`src/rtl/mem_port_arbiter.sv`:
```
// Round-robin arbiter sharing one single-port data memory between instruction fetch (port 0)
// and load/store (port 1). It issues one word access per cycle and returns each response one cycle later.
module mem_port_arbiter #(
  parameter int unsigned MEM_BYTES = 1024
) (
  input  logic        clk,
  input  logic        rst_n,
  input  logic        p0_req,
  input  logic        p0_we,
  input  logic [31:0] p0_addr,
  input  logic [31:0] p0_wdata,
  input  logic        p1_req,
  input  logic        p1_we,
  input  logic [31:0] p1_addr,
  input  logic [31:0] p1_wdata,
  output logic        p0_gnt,
  output logic        p0_rvalid,
  output logic [31:0] p0_rdata,
  output logic        p0_err,
  output logic        p1_gnt,
  output logic        p1_rvalid,
  output logic [31:0] p1_rdata,
  output logic        p1_err,
  output logic [31:0] mem_A,
  output logic [31:0] mem_WD,
  output logic        mem_MemWrite,
  input  logic [31:0] mem_RD,
  output logic [4:0]  dbg_state
);

  localparam logic [31:0] LAST_ADDR = 32'(MEM_BYTES - 4);

  // Response owed for the access granted in the previous cycle.
  typedef struct packed {
    logic v;
    logic port;
    logic we;
    logic err;
  } rsp_t;

  logic prio_q, prio_d;
  rsp_t rsp_q, rsp_d;

  logic        p0_bad, p1_bad;
  logic        any_gnt;
  logic        win;
  logic        win_we, win_err;
  logic [31:0] win_addr, win_wdata;
  logic [31:0] rsp_data;

  always_comb begin
    p0_bad = (p0_addr[1:0] != 2'b00) | (p0_addr > LAST_ADDR);
    p1_bad = (p1_addr[1:0] != 2'b00) | (p1_addr > LAST_ADDR);

    // Grants are gated by rst_n so nothing reaches memory while reset is held.
    p0_gnt  = rst_n & p0_req & (~p1_req | ~prio_q);
    p1_gnt  = rst_n & p1_req & (~p0_req |  prio_q);
    any_gnt = p0_gnt | p1_gnt;
    win     = p1_gnt;

    win_we    = win ? p1_we    : p0_we;
    win_err   = win ? p1_bad   : p0_bad;
    win_addr  = win ? p1_addr  : p0_addr;
    win_wdata = win ? p1_wdata : p0_wdata;

    mem_A        = any_gnt ? win_addr  : 32'd0;
    mem_WD       = any_gnt ? win_wdata : 32'd0;
    mem_MemWrite = any_gnt & win_we & ~win_err;

    prio_d     = any_gnt ? ~win : prio_q;
    rsp_d.v    = any_gnt;
    rsp_d.port = win;
    rsp_d.we   = win_we;
    rsp_d.err  = win_err;
  end

  always_ff @(posedge clk or negedge rst_n) begin
    if (!rst_n) begin
      prio_q <= 1'b0;
      rsp_q  <= '0;
    end else begin
      prio_q <= prio_d;
      rsp_q  <= rsp_d;
    end
  end

  // Writes and errored accesses return zero. A read that was presented for a bad address is discarded here.
  always_comb begin
    rsp_data  = (rsp_q.we | rsp_q.err) ? 32'd0 : mem_RD;
    p0_rvalid = rsp_q.v & ~rsp_q.port;
    p1_rvalid = rsp_q.v &  rsp_q.port;
    p0_rdata  = p0_rvalid ? rsp_data : 32'd0;
    p1_rdata  = p1_rvalid ? rsp_data : 32'd0;
    p0_err    = p0_rvalid & rsp_q.err;
    p1_err    = p1_rvalid & rsp_q.err;
    dbg_state = {prio_q, rsp_q};
  end

endmodule

```
`config.mk`:
```
export PLATFORM = sky130hd
export DESIGN_NAME = mem_port_arbiter
export DESIGN_NICKNAME = d
export VERILOG_FILES = /design/src/rtl/mem_port_arbiter.sv
export SDC_FILE = /design/constraint.sdc
export NUM_CORES = 1
export LEC_CHECK = 0
export BUFFER_PORTS_ARGS = -buffer_cell sky130_fd_sc_hd__buf_2
export CORE_AREA = 4 4 117 119
export DETAILED_ROUTE_END_ITERATION = 10
export DIE_AREA = 0 0 121 123
export MAX_ROUTING_LAYER = met4
export PLACE_DENSITY = 0.54
export SYNTH_ARGS = -nofsm -noshare
export SYNTH_HDL_FRONTEND = slang
export SYNTH_SLANG_ARGS = --single-unit
```
`constraint.sdc`:
```
create_clock -name clk -period 1.44 [get_ports clk]
set_input_delay 0.144 -clock clk [delete_from_list [all_inputs] [get_ports clk]]
set_output_delay 0.144 -clock clk [all_outputs]
set_load 0.1 [all_outputs]
```
==> results.txt <==
After synthesis, the mean cell area works out to 5.774 µm². The final antenna-violating net count is 0, and the wire length of the first global-routing pass is 20730 µm. The antenna diode instance count is 0.

After layout, the worst path uses 127.8% of the clock period. Among the stages of the critical path, the cell type that occurs most often is buf_12. The logs give 441 for the synthesized net count and 0.22 ns for the later-pin clock latency in the skew report.

Cell count after synthesis: 275. By count the netlist is led by nand2_1, and2_1, a21oi_1, a22o_1, clkbuf_1. 306 I/O pins were placed.

Detailed routing placed a total of 1357 µm of wire on met3. The routed design could run at a clock period as short as 1.840 ns. The number of optimization iterations in the first detailed-route pass was 4.

The die outline width came out at 121 µm. Clock-pin slew was measured on the worst setup and hold paths at 0.03 ns. The synthesis warning total came out at 0.

The number of different library cells used by synthesis comes to 22. Across every metal layer, demand over resource in global routing totals 18.28%. Counting both buffers and inverters, the worst setup path holds a total of 3. Cells fill 60.47% of the core in the end. The tightest min-delay check is of the in2reg type. For the length of routed wiring on met1, the log shows 4993 µm. The area share of the largest cell type after synthesis is 26.40%, and the max-capacitance violation count is 0.

On the final layout, the worst clock skew is 0.0009423 ns. For this design the static power due to leakage is 3.665 nW. The worst setup path is of the reg2out kind.

The endpoint type of the worst setup path was a primary output. TritonCTS built the clock tree. The share of synthesized area occupied by flip-flops and latches was 7.880%. Setup repair after global routing could not meet its margin everywhere. The iteration-0 DRC count of the detailed router was 72. The checks that failed: negative setup slack. The logs give 0 for the initial antenna violation count and 797 for the cell total after placement.

The number of cells on the critical path was 6. The total number of clock tree sinks was 5; the share of cells above drive strength 1 was 89.72%. The tools report the final max-slew violation count as 0.

The maximum fanout along the worst path came out at 8. The most common cell in the synthesized netlist is nand2_1. The filler cells instantiated in the layout total 988. The power per cell area came out at 483.6 mW/mm².

The biggest area consumer among synthesized cells is and2_1. For this configuration, the core starts out at a cell density of 12.63%. The via count of the first global-routing pass was 3837. Counting flops and latches in the post-synthesis netlist gives 5.

At the pin with the least slew margin, the transition time is 0.5012 ns. Along the worst hold path, the cell count comes to 3. For the worst setup path, the data arrival time is 1.70 ns.

The logic depth of the worst register-to-register path is 5, and the die outline height is 123 µm. Once layout is done, the placed cells without fillers occupy 0.007600 mm². The standard cell with the maximum stage delay on the critical path was dfrtp_4. The final layout contains 819 nets. The floorplan step defined a die boundary enclosing 0.01488 mm². The proportion of synthesized flip-flops having asynchronous set or reset is 100.0%.

Predominant post-synthesis flop cell: dfrtp_1. Static timing analysis puts the maximum clock frequency at 543.4 MHz. In this design, the stage delay of the slowest critical-path cell is 0.48 ns.

From synthesis to final layout, the design area changed by 378.6%. IR analysis of the VDD net gives a maximum drop of 0.0003602 V. The total area inside the core boundary comes to 0.01257 mm². The longest clock path from root to sink contains 2 buffers.

Summed over all layers, the routed wires come to 15270 µm. Excluding fillers, the count of instances in the completed layout stands at 824. The cell family contributing the most delay on the critical path is simple AND/OR/NAND/NOR gates.

Number of synthesized flops with an enable pin: 0. The floorplan has 41 rows. Routed via count divided by cell count: 4.434. The final count of hold timing violations is 0, and the final number of setup-violating endpoints is 132.

The post-route worst setup slack is -0.4004 ns. Walking the worst path, the cells encountered are nor2b_4, nor3b_4, buf_6, buf_12, and2_4, buf_12. The congestion estimate from routability-driven global placement came to 0.8538.

The routed via count was 3654. Port buffering added 305 buffers. The tree is rooted in a clkbuf_16. The run finished, with violations left. For the maximum level of the CTS H-tree, the log shows 1.

Yosys attributes the largest share of cell area to and2_1, nand2_1, a22o_1. In the routed design, unresolved DRC markers number 0. The average wire per cell in the routed design was 18.53 µm. For the worst setup path, the data required time is 1.30 ns.

The highest metal layer carrying signal wires in the routed design is met4. Summing all placed instances gives a cell area of 0.007102 mm². Netlist area before placement: 0.001588 mm². The run gives 41 as the maximum number of pins on one net before global-route repair. The tools report the startpoint type of the worst setup path as a flip-flop. Detailed placement finished with a half-perimeter wire length of 12640 µm. The number of clock buffers added by TritonCTS is 3. The tools report the met2 wire length as 8758 µm. For this run the aggregate overflow at the end of global routing stands at 0. In this run the tightest slew margin relative to its limit is 66.81%.
==> layer usage <==
| layer | global-route usage [%] | vias to the layer above |
|---|---|---|
| li1 | - | 1691 |
| met1 | 18.27 | 1739 |
| met2 | 36.68 | 208 |
| met3 | 4.666 | 16 |
| met4 | 1.841 | 0 |
| met5 | - | - |
==> worst min-delay path, delay by kind of cell <==
family	cells	cell delay, ns
buf+inv	1	0.08
simple gates	2	0.18
==> logic make-up after synthesis <==
group,after synthesis,share of synthesized area (%)
DFF,5,7.880
and+or+nand+nor,173,55.40
AOI/OAI and AO/OA,69,28.21
buffers and inverters,28,8.511
==> cells in the final DEF, fill, tap and decap left out <==
master         netlist  final
buf_2                6    168
buf_12               0    147
and2_4               0     66
buf_4                4     63
nand2_1             86     44
a21oi_4              0     41
nand2_4              0     41
a22o_4               0     24
nor4_1              12     11
buf_6                1     10
clkbuf_16            0      8
nor3b_4              0      2
inv_1                2      2
and4_1               2      2
nand4_1              2      2
dfrtp_1              5      2
dfrtp_4              0      2
buf_16               0      2
nor2b_4              0      1
a21o_4               0      1
clkinv_8             0      1
o21ai_4              0      1
nand2_2              0      1
nor4_2               0      1
and2_1              67      1
a221oi_4             0      1
and3_4               0      1
o21ai_0              1      1
clkbuf_1            14      1
buf_8                0      1
bufbuf_16            0      1
dfrtp_2              0      1
dlygate4sd3_1        0      1
==> path summary, 6_finish.rpt <==
path | startpoint | to | slack (ns)
max in group asynchronous | rst_n | dbg_state[3]$_DFF_PN0_ | 0.77
max | dbg_state[2]$_DFF_PN0_ | p0_rdata[28] | -0.40
max reg2reg | prio_q$_DFFE_PN0P_ | dbg_state[0]$_DFF_PN0_ | 0.18
min reg2reg | prio_q$_DFFE_PN0P_ | prio_q$_DFFE_PN0P_ | 0.64
min in group asynchronous | rst_n | dbg_state[1]$_DFF_PN0_ | 0.46
min | p0_we | dbg_state[1]$_DFF_PN0_ | 0.22
==> sequential cells by signal, indices dropped and copies added (netlist names) <==
name       cells
dbg_state      4
prio_q         1
==> metrics by stage <==
stage | setup slack (ns) | hold WS (ns) | TNS, ns | power [W]
floorplan | -0.8039 | -0.1516 | -70.65 | 0.001924
global placement | -0.3634 | 0.09928 | -13.51 | 0.003083
detailed placement | -0.3509 | 0.1020 | -15.08 | 0.003124
CTS | -0.3930 | 0.2297 | -40.64 | 0.003620
global route | -0.4536 | 0.2268 | -47.72 | 0.003801
finish | -0.4004 | 0.2220 | -40.79 | 0.003675
==> repair_timing <==
item,4_1_cts,5_1_grt
setup buffers,4,10
gates resized for setup,16,17
endpoints found under the hold margin,5,0
setup endpoints to repair,132,133
hold buffers,1,0
pin swaps,26,17
gates cloned,3,8
==> cell type report <==
type / count / area, µm² / share of cell area [%]
inverter: 3 / 23.77 / 0.3128
sequential: 5 / 133.9 / 1.762
tap: 172 / 215.2 / 2.832
timing repair buffer: 398 / 4607 / 60.62
clock buffer: 4 / 78.83 / 1.037
multi-input combinational: 242 / 2541 / 33.44
==> where the power goes <==
group	switching (W)	internal, W
logic	0.00185	0.00121
clock network	0.0000838	0.000366
registers	0.0000124	0.000156
(Power assumes the default switching activity.)
